[src/rtl/pipelined_alu_acc.sv]
// pipelined_alu_acc: stallable LATENCY-deep ADD/SUB/OR/ACC pipeline with valid/ready handshakes and sticky accumulator wrap flag
module pipelined_alu_acc #(
  parameter int WIDTH = 8,
  parameter int LATENCY = 2
) (
  input  logic             clk,
  input  logic             rst,
  input  logic             in_valid,
  output logic             in_ready,
  input  logic [1:0]       op,
  input  logic [WIDTH-1:0] in1,
  input  logic [WIDTH-1:0] in2,
  input  logic             clr_acc,
  output logic             out_valid,
  input  logic             out_ready,
  output logic [WIDTH:0]   out_data,
  output logic [1:0]       out_op,
  output logic             acc_ovf
);
  logic [LATENCY-1:0] vld_q, vld_d;
  logic [LATENCY-1:0][WIDTH:0] dat_q, dat_d;
  logic [LATENCY-1:0][1:0] op_q, op_d;
  logic [WIDTH:0] acc_q, acc_d, acc_base, res;
  logic [WIDTH+1:0] acc_sum;
  logic acc_ovf_q, acc_ovf_d, adv, acc_fire;
  always_comb begin
    adv = !vld_q[LATENCY-1] || out_ready;
    acc_fire = in_valid && adv && op == 2'b11;
    acc_base = clr_acc ? '0 : acc_q;
    acc_sum = {1'b0, acc_base} + {2'b00, in1};
    res = op == 2'b00 ? {1'b0, in1} + {1'b0, in2} :
          op == 2'b01 ? {1'b0, in1} - {1'b0, in2} :
          op == 2'b10 ? {1'b0, in1 | in2} : acc_sum[WIDTH:0];
    vld_d = vld_q;
    dat_d = dat_q;
    op_d = op_q;
    if (adv) begin
      vld_d[0] = in_valid;
      dat_d[0] = res;
      op_d[0] = op;
      for (int i = 1; i < LATENCY; i++) begin
        vld_d[i] = vld_q[i-1];
        dat_d[i] = dat_q[i-1];
        op_d[i] = op_q[i-1];
      end
    end
    acc_d = acc_fire ? acc_sum[WIDTH:0] : acc_base;
    acc_ovf_d = (!clr_acc && acc_ovf_q) || (acc_fire && acc_sum[WIDTH+1]);
  end
  always_ff @(posedge clk) begin
    if (rst) begin
      vld_q <= '0;
      dat_q <= '0;
      op_q <= '0;
      acc_q <= '0;
      acc_ovf_q <= 1'b0;
    end else begin
      vld_q <= vld_d;
      dat_q <= dat_d;
      op_q <= op_d;
      acc_q <= acc_d;
      acc_ovf_q <= acc_ovf_d;
    end
  end
  assign in_ready = adv;
  assign out_valid = vld_q[LATENCY-1];
  assign out_data = dat_q[LATENCY-1];
  assign out_op = op_q[LATENCY-1];
  assign acc_ovf = acc_ovf_q;
endmodule

[config.mk]
export PLATFORM = sky130hd
export DESIGN_NAME = pipelined_alu_acc
export DESIGN_NICKNAME = d
export VERILOG_FILES = /design/src/rtl/pipelined_alu_acc.sv
export SDC_FILE = /design/constraint.sdc
export NUM_CORES = 1
export LEC_CHECK = 0
export BUFFER_PORTS_ARGS = -buffer_cell sky130_fd_sc_hd__buf_4
export CAP_MARGIN = 0
export CORE_UTILIZATION = 35
export DETAILED_ROUTE_END_ITERATION = 7
export GPL_TIMING_DRIVEN = 0
export PLACE_DENSITY_LB_ADDON = 0.25
export SLEW_MARGIN = 5
export SYNTH_ARGS = -nofsm -noshare
export SYNTH_HDL_FRONTEND = slang
export SYNTH_SLANG_ARGS = --single-unit
[constraint.sdc]
create_clock -name clk -period 5.9 [get_ports clk]
set_clock_uncertainty 0.1 [all_clocks]
set_input_delay 1.18 -clock clk [delete_from_list [all_inputs] [get_ports clk]]
set_output_delay 1.18 -clock clk [all_outputs]
set_load 0.005 [all_outputs]
==> metrics.cfg <==
[status]
status=finished clean

[clock_tree]
cts_max_level=2
cts_tree=done
cts_buffers=5
clk_latency_ns=0.29
clk_pin_slew_ns=0.07
root_buffer=clkbuf_8
postCtsSetupRepairBufs=0
clk_path_buf_depth=2
cts.sinks=34
hold_buffers=0
post_cts_resized=0

[sta]
tightestPinTransition_ns=0.572
period_minus_slack_ns=3.67
finalSetupViolCount=0
hold_violations=0
fmax_mhz=272
maxSlewHeadroom_pct=61.9
setup_tns_ns=0
period_share_pct=62.2
rsz0062_at_grt=no
drv_slew=0

[synthesis]
syn_inst=358
async_flop_share_pct=0
ys_top_cells_by_count=nand2_1 (54), a21oi_1 (37), dfxtp_1 (34)
yosysTopAreaCellShare_pct=24.6
syn_area_per_cell_sq_um=7.73
ys_warn_count=0
yosysTopAreaCell=dfxtp_1
synth.distinct_cells=57
synthesis.nets=416
yosys_most_used_dff=dfxtp_1
ys_seq_area_share_pct=24.6
synth_area_sq_um=2770
synth_most_common_cell=nand2_1
synthTopCellsByArea=dfxtp_1 (25%), ha_1 (14%), nand2_1 (7.3%), a21oi_1 (6.7%), inv_1 (3.3%)
ys_seq_elements=34
synth-edff-count=0

[layout]
multiInputGateArea_sq_um=1830
diodes=0
final_cell_area_sq_um=3290
nFillCells=835
drive_above_1_share_pct=16.8
seq_area_sq_um=681
nets=457
final_util_pct=42.9
area_growth_pct=19.0

[setup_path]
max_stage_delay_ns=0.31
start_kind=input port
cpMostUsedCell=buf_4
reg2reg_to=acc_q[8]$_SDFF_PP0_
cp.arrival_ns=2.39
path_class=input port to output port
rrSetupSlack_ns=3.47
critPathRequiredTime_ns=4.62
critPathCaptureType=output port
critPathLaunch=out_ready
crit_fanout=10
cp_slowest_cell=clkbuf_1
endpoint=in_ready
reg2reg_from=acc_q[0]$_SDFF_PP0_
cp_cell_sequence=buf_4, nor2b_1, buf_2, clkinv_1, clkbuf_1, buf_4
reg2reg_depth=10

[pwr]
switching_share_pct=27.3
seqPwrFrac_pct=36.1
powerDensity_nw_per_um2=211
p_comb_share_pct=25.1
p_int_uw=506
power.leakage_uw=0.00147
switchingPower_uw=190
clock_power_share_pct=38.7
vdd_drop_max_v=0.000141

[global_route]
grt_usage_pct=17.3
antenna_found_initial=0
grt_pass1_vias=2422
overflow=0
grt_max_degree=12
grt_pass1_wl_mm=11.5

[routing]
viasPerCell=5.10
drtAntennaViolNets=0
firstDrtPassIters=4
vias=2561
routedWlPerCell_microns=13.7
drcViolationCount=0
dr.first_iter.drc_count=103
wirelength_mm=6.86

[place]
port_buffers=34
gp_congestion=0.873
hpwlAfterDp_mm=5.31
placedInstanceArea_sq_um=3150

[floorplan]
rows=32
fp.dieW_microns=90.9
core_area_sq_um=7690
top_level_ports=37
dieArea_sq_um=8270
start_util_pct=36.0
die_h_microns=90.9

[worst_hold_path]
hold_depth=2
timing.hold.worst.class=flop to flop

[job]
max_cap_violations=0

## cell usage in the layout, fill, tap and decap left out, drive strengths merged, types with 2 or more instances in the layout
master	n
a211o	3
a211oi	7
a21o	6
a21oi	37
a221oi	2
a31oi	4
buf	52
bufinv	2
clkbuf	17
dfxtp	34
fa	3
ha	32
inv	24
mux2i	4
nand2	54
nand2b	2
nand3	6
nand3b	2
nor2	23
nor2b	13
nor3	6
nor3b	3
o211ai	5
o21a	3
o21ai	12
o21ba	2
o21bai	5
o31ai	2
or2	4
or4	2
xnor2	8
xor2	2
## through the flow
step | total power, uW | cells | setup slack (ns) | hold WS (ns)
after floorplan | 375 | 358 | 2.76 | 0.332
after global placement | 429 | 494 | 2.21 | 0.343
after detailed placement | 432 | 494 | 2.23 | 0.344
after CTS | 696 | 502 | 2.22 | 0.354
after global routing | 728 | 502 | 2.13 | 0.364
final | 696 | 502 | 2.23 | 0.352
## how the worst min path moves through the flow
| stage | start | end | slack [ns] |
|---|---|---|---|
| global route | out_data[1]$_SDFFE_PP0N_ | out_data[1]$_SDFFE_PP0N_ | 0.36 |
| floorplan | dat_q[3]$_SDFFE_PP0N_ | dat_q[3]$_SDFFE_PP0N_ | 0.33 |
| CTS | dat_q[0]$_SDFFE_PP0N_ | dat_q[0]$_SDFFE_PP0N_ | 0.35 |
| detailed placement | dat_q[0]$_SDFFE_PP0N_ | dat_q[0]$_SDFFE_PP0N_ | 0.34 |
| finish | out_data[1]$_SDFFE_PP0N_ | out_data[1]$_SDFFE_PP0N_ | 0.35 |
| global placement | op_q[0]$_SDFFE_PP0N_ | op_q[0]$_SDFFE_PP0N_ | 0.34 |
## layout make-up
cell class / count / area share [%]
Inverter: 25 / 2.85
Clock buffer: 6 / 2.51
Sequential cell: 34 / 20.7
Clock inverter: 2 / 1.82
Tap cell: 102 / 3.87
Timing Repair Buffer: 34 / 7.75
Buffer: 29 / 4.90
Multi-Input combinational cell: 270 / 55.6
## power groups by stage
stage | Clock, uW | Sequential [uW] | Combinational (uW)
global placement | 0 | 257 | 172
finish | 270 | 252 | 175
global route | 280 | 254 | 194
detailed placement | 0 | 257 | 175
CTS | 269 | 252 | 176
floorplan | 0 | 255 | 120
## sequential cells by signal, indices dropped and copies added, names as in the netlist
register and flops:
acc_ovf 1, acc_q 9, dat_q 9, op_q 2
out_data 9, out_op 2, vld_q 2
## worst max-delay path: cells and delay by family
family | cells | cell delay, ns
AND/OR/NAND/NOR | 1 | 0.09
buffers and inverters | 5 | 1.12
## cells by family after synthesis
kind of cell / share of synthesized area [%]
AO/OA/AOI/OAI: 24.0
XOR/XNOR: 3.16
adder cells (fa/ha/maj): 16.6
buffers and inverters: 9.22
flip-flops: 24.6
multiplexers: 2.26
AND/OR/NAND/NOR: 20.1
## layer usage
| layer | wire [microns] | vias to the layer above | GRT usage, % |
|---|---|---|---|
| li1 | - | 1310 | - |
| met1 | 3280 | 1200 | 22.5 |
| met2 | 3240 | 42 | 29.9 |
| met3 | 269 | 9 | 3.10 |
| met4 | 70 | 0 | 3.04 |
| met5 | 0 | - | 0 |
Note: power is estimated with default switching activity, not from simulation.
